$ cat src/rtl/instr_fetch_unit_if.sv
// Memory read handshake between the fetch stage and instruction memory.
// The fetch unit drives req/addr; memory answers with ack/rdata.
interface instr_fetch_unit_if #(
  parameter int ADDR_W = 32,
  parameter int DATA_W = 32
);
  logic              req;
  logic [ADDR_W-1:0] addr;
  logic              ack;
  logic [DATA_W-1:0] rdata;

  modport master (
    output req,
    output addr,
    input  ack,
    input  rdata
  );

  modport slave (
    input  req,
    input  addr,
    output ack,
    output rdata
  );
endinterface

$ cat src/rtl/instr_fetch_unit.sv
// Multicycle fetch stage: one req/ack read per fetch, instruction register,
// fixed-field decode, misalignment/timeout errors and branch flush handling.
module instr_fetch_unit #(
  parameter int ADDR_W   = 32,
  parameter int DATA_W   = 32,
  parameter int MAX_WAIT = 15
) (
  input  logic              clk,
  input  logic              reset,
  input  logic              fetch_req,
  input  logic [ADDR_W-1:0] pc,
  input  logic              flush,
  instr_fetch_unit_if.master mem,
  output logic [31:0]       instr,
  output logic [5:0]        op,
  output logic [5:0]        funct,
  output logic [4:0]        rs,
  output logic [4:0]        rt,
  output logic [4:0]        rd,
  output logic [15:0]       imm16,
  output logic              instr_valid,
  output logic              busy,
  output logic              fetch_err
);

  localparam int CW = $clog2(MAX_WAIT + 1);
  localparam logic [CW-1:0] LAST = CW'(MAX_WAIT - 1);

  typedef enum logic [1:0] {
    IDLE,
    REQ,
    DONE
  } state_t;

  state_t            state;
  logic [CW-1:0]     wait_cnt;
  logic              discard;
  logic [ADDR_W-1:0] addr_q;

  // Request and busy are pure decodes of the state register, so an async
  // reset drops them immediately.
  assign mem.req  = (state == REQ);
  assign busy     = (state == REQ);
  assign mem.addr = addr_q;

  assign op    = instr[31:26];
  assign rs    = instr[25:21];
  assign rt    = instr[20:16];
  assign rd    = instr[15:11];
  assign imm16 = instr[15:0];
  assign funct = instr[5:0];

  // Fetch FSM: accept requests, run the handshake, capture or drop data.
  always_ff @(posedge clk or posedge reset) begin
    if (reset) begin
      state       <= IDLE;
      instr       <= '0;
      instr_valid <= 1'b0;
      fetch_err   <= 1'b0;
      wait_cnt    <= '0;
      discard     <= 1'b0;
      addr_q      <= '0;
    end else begin
      fetch_err <= 1'b0;
      unique case (state)
        IDLE, DONE: begin
          if (flush) instr_valid <= 1'b0;
          if (fetch_req) begin
            instr_valid <= 1'b0;
            if (pc[1:0] == 2'b00) begin
              addr_q   <= pc;
              discard  <= 1'b0;
              wait_cnt <= '0;
              state    <= REQ;
            end else begin
              fetch_err <= 1'b1;
              state     <= IDLE;
            end
          end else begin
            state <= IDLE;
          end
        end
        REQ: begin
          if (flush) discard <= 1'b1;
          // An ack on the last allowed cycle beats the timeout.
          if (mem.ack) begin
            if (discard || flush) begin
              state <= IDLE;
            end else begin
              instr       <= mem.rdata;
              instr_valid <= 1'b1;
              state       <= DONE;
            end
          end else if (wait_cnt == LAST) begin
            fetch_err <= 1'b1;
            state     <= IDLE;
          end else begin
            wait_cnt <= wait_cnt + 1'b1;
          end
        end
        default: state <= IDLE;
      endcase
    end
  end

endmodule

$ cat src/flat_wrapper.sv
// flat-port wrapper written by rule: the top's interface ports become plain ports
module instr_fetch_unit_flat 
#(
  parameter int ADDR_W   = 32,
  parameter int DATA_W   = 32,
  parameter int MAX_WAIT = 15
)
  (clk, reset, fetch_req, pc, flush, instr, op, funct, rs, rt, rd, imm16, instr_valid, busy, fetch_err, mem_req, mem_addr, mem_ack, mem_rdata);
  instr_fetch_unit_if #(.ADDR_W(ADDR_W), .DATA_W(DATA_W)) mem_i ();
  input  logic clk;
  input  logic reset;
  input  logic fetch_req;
  input  logic [ADDR_W-1:0] pc;
  input  logic flush;
  output logic [31:0] instr;
  output logic [5:0] op;
  output logic [5:0] funct;
  output logic [4:0] rs;
  output logic [4:0] rt;
  output logic [4:0] rd;
  output logic [15:0] imm16;
  output logic instr_valid;
  output logic busy;
  output logic fetch_err;
  output wire logic [$bits(mem_i.req)-1:0] mem_req;
  output wire logic [$bits(mem_i.addr)-1:0] mem_addr;
  input wire logic [$bits(mem_i.ack)-1:0] mem_ack;
  input wire logic [$bits(mem_i.rdata)-1:0] mem_rdata;
  assign mem_req = mem_i.req;
  assign mem_addr = mem_i.addr;
  assign mem_i.ack = mem_ack;
  assign mem_i.rdata = mem_rdata;
  instr_fetch_unit #(.ADDR_W(ADDR_W), .DATA_W(DATA_W), .MAX_WAIT(MAX_WAIT)) u_core (.clk(clk), .reset(reset), .fetch_req(fetch_req), .pc(pc), .flush(flush), .mem(mem_i), .instr(instr), .op(op), .funct(funct), .rs(rs), .rt(rt), .rd(rd), .imm16(imm16), .instr_valid(instr_valid), .busy(busy), .fetch_err(fetch_err));
endmodule
$ cat config.mk
export PLATFORM = sky130hd
export DESIGN_NAME = instr_fetch_unit_flat
export DESIGN_NICKNAME = d
export VERILOG_FILES = /design/src/rtl/instr_fetch_unit_if.sv /design/src/rtl/instr_fetch_unit.sv /design/src/flat_wrapper.sv
export SDC_FILE = /design/constraint.sdc
export NUM_CORES = 1
export LEC_CHECK = 0
export BUFFER_PORTS_ARGS = -buffer_cell sky130_fd_sc_hd__buf_2
export CAP_MARGIN = 10
export CORE_MARGIN = 4
export CORE_UTILIZATION = 50
export CTS_BUF_LIST = sky130_fd_sc_hd__clkbuf_8
export CTS_CLUSTER_DIAMETER = 50
export DETAILED_ROUTE_END_ITERATION = 6
export GPL_TIMING_DRIVEN = 0
export PLACE_DENSITY = 0.91
export SYNTH_ARGS = -nofsm -noshare
export SYNTH_HDL_FRONTEND = slang
export SYNTH_SLANG_ARGS = --single-unit
export TNS_END_PERCENT = 1
$ cat constraint.sdc
create_clock -name clk -period 4.36 [get_ports clk]
set_input_delay 0.218 -clock clk [delete_from_list [all_inputs] [get_ports clk]]
set_output_delay 0.218 -clock clk [all_outputs]
set_load 0.005 [all_outputs]
# [Word-level counts from Yosys, hierarchy flattened]
# Cells that the tools add are included.
# Widths: inputs -> output; s select.
[totals] wordCells=56 ff_bits=73 output_inout_bits=111 in_bits=69
[classes] n_eq_ne=12 n_mux=25 n_addsub=1 bitwise_logic=1 n_reduce_logical=10
[ops] cell="$mux 4" n=4
[ops] cell="$mux 1" n=13
[ops] cell="$ne 2x2->1 const B" n=5
[ops] cell="$pmux 4 s2" n=1
[ops] cell="$reduce_and 4->1" n=2
[ops] cell="$mux 2" n=3
[ops] cell="$pmux 1 s2" n=3
[ops] cell="$reduce_and 3->1" n=2
[ops] cell="$reduce_and 5->1" n=1
[ops] cell="$add 4x1->4 const B" n=1
[ops] cell="$eq 4x4->1 const B" n=1
[ops] cell="$logic_not 2->1" n=2
[ops] cell="$ne 2x1->1 const B" n=2
[ops] cell="$pmux 2 s2" n=1
[ops] cell="$ne 3x1->1 const B" n=1
[ops] cell="$ne 3x3->1 const B" n=1
[ops] cell="$eq 2x1->1 const B" n=1
[ops] cell="$eq 2x2->1 const B" n=1
[ops] cell="$reduce_bool 2->1" n=1
[ops] cell="$reduce_or 2->1" n=1
[ops] cell="$logic_or 1x1->1" n=1
[ops] cell="$not 1->1" n=1

# [Longest topological paths before layout]
[depth] depth_word=4 depth_mapped=5 ltp_nobuf=5

# [Least setup slack after synthesis]
# Ideal clock, no wire load.
[synth_timing] path_kind="reg2reg" startpoint="reg u_core.state[0]" endpoint="reg u_core.addr_q[10], in the netlist u_core.mem.addr[10]" arrival_time_ns=1.497 setup_slack_ns=2.738 path_stages_with_launch=5 t_required_ns=4.235 cell_sequence="dfrtp_1 > or4b_1 > buf_6 > buf_12 > mux2_4"
[synth_via] elab_chain_len=3 word_cells_on_any_way=4
[synth_lines] item="start, declared" line_no="instr_fetch_unit.sv:35" text="state_t state;"
[synth_lines] item="start signal, assigned" line_no="instr_fetch_unit.sv:56" text="state <= IDLE;"
[synth_lines] item="start signal, assigned" line_no="instr_fetch_unit.sv:74" text="state <= REQ;"
[synth_lines] item="start signal, assigned" line_no="instr_fetch_unit.sv:77" text="state <= IDLE;"
[synth_lines] item="$eq 2x2->1 or $logic_not 2->1 (tied branches)" line_no="instr_fetch_unit.sv:65" text="unique case (state)"
[synth_lines] item="$reduce_or 2->1 *" line_no="instr_fetch_unit.sv:65"
[synth_lines] item="$reduce_and 3->1 (no line) *"
[synth_lines] item="end signal, assigned" line_no="instr_fetch_unit.sv:71" text="addr_q <= pc;"
[synth_lines] item="end, declared" line_no="instr_fetch_unit.sv:38" text="logic [ADDR_W-1:0] addr_q;"
# Mark *: on every way between the ends. The rest lies on a longest branch, timed or not.
# A chain may end at the register's enable or synchronous reset.

# [Worst setup path after layout]
[layout_timing] startpoint="reg u_core.state[0]" endpoint="reg u_core.instr[1]"
[layout_via] elab_chain_len=2
[layout_lines] item="$eq 2x1->1" line_no="instr_fetch_unit.sv:65"
[layout_lines] item="$reduce_and 3->1 (no line)"
[layout_lines] item="end signal, assigned" line_no="instr_fetch_unit.sv:90" text="instr <= mem.rdata;"
[layout_lines] item="end, declared" line_no="instr_fetch_unit.sv:14" text="output logic [31:0] instr,"
# Every way passes these cells.

==> metrics <==
Cell Area, Synth 0.00327 mm2; P_leak 2.51 nW; max frequency about 550 MHz; switch share 0.284; crit path time final between 1500 and 2000 ps; VDD IR max about 0.36 mV; Seq pwr share 0.427; Yosys top cell area share 0.559; row cnt 29; Net Count, Synth just under 300; largest area contributor in the netlist dfrtp_1; Die ar. a little under 0.008 mm2; vias per inst approximately 4.7; Critical Path RT 4560 ps; most common cell in the netlist dfrtp_1; synthesized instance count about 220; CP Data Arrival Time roughly 2000 ps; PD cells 533 mW/mm2; fraction of registers with async set/reset 1.00; Nets roughly 480; Setup Buffers After CTS 0; P_int around 1.7 mW; TNS Setup 0 ps; GRT Total Usage 0.180; clk_lat worst skew approximately 330 ps; Yosys reg bits 73; Crit Path Class reg -> reg; setup ws final around 2600 ps; Critical Path Start Type register; Top FF cell, synth dfrtp_1; CP cell instances nor2b_1 -> nand3_2 -> buf_6 -> mux2_2; placed instance area 0.00427 mm2; Max Fanout on Critical Path 10; synth warn 0; DR vias 2317; PostCTS Resize Cnt 0; Avg Cell Area, Syn approximately 15 um2; DRC errors left 0; initial antenna violation count 0; final core utilization 0.700; CTS tree built; WHS about 68 ps; commonest cells in the netlist dfrtp_1 (73), buf_4 (44), mux2_2 (36); final setup vio count 0; die height 88.9 um; Fillers 455; gpl congestion around 0.75; Clk pwr share 0.200; boundary pin count 180; Final Cell Area about 0.0044 mm2; final instance count without filler cells just under 500; Longest Clk Path Bufs 2; HPWL Detailed approximately 5600 um; largest net degree at the start of global routing 74; Final Hold Violating Endpoints 0; total grt overflow 0; root buffer cell clkbuf_8; drt wl/cell approximately 15 um; clk_skew around 13 ps; unrepaired setup endpoints after global routing false; core region area 0.00635 mm2; Comb pwr share 0.373; Area contributors post-synth dfrtp_1 (56%), mux2_2 (12%), mux2_4 (12%), buf_4 (10%), buf_6 (1.7%); max-slew violations 0; total power about 2.4 mW; Detailed Route WL 7240 um; clk slew on worst S/H paths 70 ps; worst slew pin tran between 800 and 900 ps; P_sw just under 0.7 mW; layout cells sized above 1 0.748; vias in the first global route roughly 2.3k; htree depth 3; slowest CP cell dfrtp_1; # diodes 0; largest stage delay on the critical path roughly 410 ps; Buffers on Ports about 180; Syn-to-layout area delta 36.0%; max-capacitance violation count 0; dpl ws approximately 2600 ps; first-pass GRT wire length about 11000 um; Die Wd roughly 89 um; Worst Hold Class in -> async; EDFF count, synth 0; Final ANT Viol Nets 0; Setup crit end kind register; dpl cells between 400 and 500; Starting Density 0.515; CTS Buf Count 9; sequential share of the synthesized area 0.559; run status finished, final reports clean; CTS Sinks 73; Netlist cell types 26; DRT iter0 DRCs 41; Rel. slew slack 0.421; cts hold-fix bufs 0; period utilisation layout 0.414; drt first pass iters 4
-- routing by layer --
layer  up-vias  GRT usage  part of all wire
li1       1094          -                 -
met1      1111      0.215              0.37
met2       105      0.317              0.53
met3         7     0.0466             0.094
met4         0     0.0563            0.0072
met5         -          0                 0
-- cells by family (layout without fill, tap and decap cells) --
logic type	count (synthesis)	in the layout	share of synthesized area
AOI/OAI and AO/OA	10	10	0.0214
DFF	73	73	0.559
and+or+nand+nor	18	18	0.0329
buffers and inverters	56	251	0.136
muxes	62	62	0.243
adders and majority gates	2	2	0.00765
-- sequential cells by signal, summed over array words and instances (netlist names) --
signal / cells
u_core.instr: 32
u_core.instr_valid: 1
u_core.state: 2
u_core.mem.addr: 32
u_core.discard: 1
u_core.wait_cnt: 4
u_core.fetch_err: 1
-- layout by cell type, fill, tap and decap left out, types with 2 or more instances in the layout --
| cell type | instances |
|---|---|
| mux2_4 | 26 |
| o211ai_1 | 2 |
| clkinvlp_4 | 2 |
| and2_1 | 2 |
| buf_2 | 179 |
| nor2_1 | 3 |
| dfrtp_1 | 73 |
| clkinv_2 | 3 |
| clkbuf_8 | 11 |
| inv_1 | 4 |
| o21ai_0 | 3 |
| nand2_1 | 2 |
| nand3_1 | 4 |
| mux2_2 | 36 |
| buf_4 | 44 |
| buf_12 | 2 |
| ha_1 | 2 |
| buf_6 | 5 |
-- area by class of cell --
type	count	area, um2	area share
flip-flops and latches	73	1830	0.411
well taps	77	96.3	0.0217
multi-input cells	92	998	0.225
repair buffers	179	896	0.201
clock buffers	11	151	0.0340
plain buffers	51	427	0.0959
clock inverters	5	30.0	0.00675
inverters	5	21.3	0.00478
-- power groups by stage --
| stage | Sequential, mW | Combinational, mW | Clock, mW |
|---|---|---|---|
| floorplan | 1.02 | 0.474 | 0 |
| global placement | 1.01 | 0.877 | 0 |
| detailed placement | 1.02 | 0.901 | 0 |
| CTS | 1.01 | 0.905 | 0.489 |
| global route | 1.04 | 0.973 | 0.528 |
| finish | 1.01 | 0.884 | 0.474 |
-- worst max-delay path: cells and delay by family, from the launching register on --
family                 cells  cell delay (ps)
AND/OR/NAND/NOR            2              740
flip-flops                 1              410
multiplexers               1              280
buffers and inverters      1              250
-- worst paths after layout --
kind	startpoint	to	slack, ps	cells past startpoint
max in group asynchronous	reset	u_core.state[1]$_DFFE_PP0P_	3720	2
min in group clk	mem_rdata[3]	u_core.instr[3]$_DFFE_PP0P_	110	2
min	reset	u_core.instr[31]$_DFFE_PP0P_	70	2
min reg2reg	u_core.mem.addr[1]$_DFFE_PP0P_	u_core.mem.addr[1]$_DFFE_PP0P_	490	1
max	u_core.state[0]$_DFFE_PP0P_	u_core.instr[1]$_DFFE_PP0P_	2560	4
max reg2reg	u_core.state[0]$_DFFE_PP0P_	u_core.instr[1]$_DFFE_PP0P_	2560	4
Power figures use the tool's default switching activity.
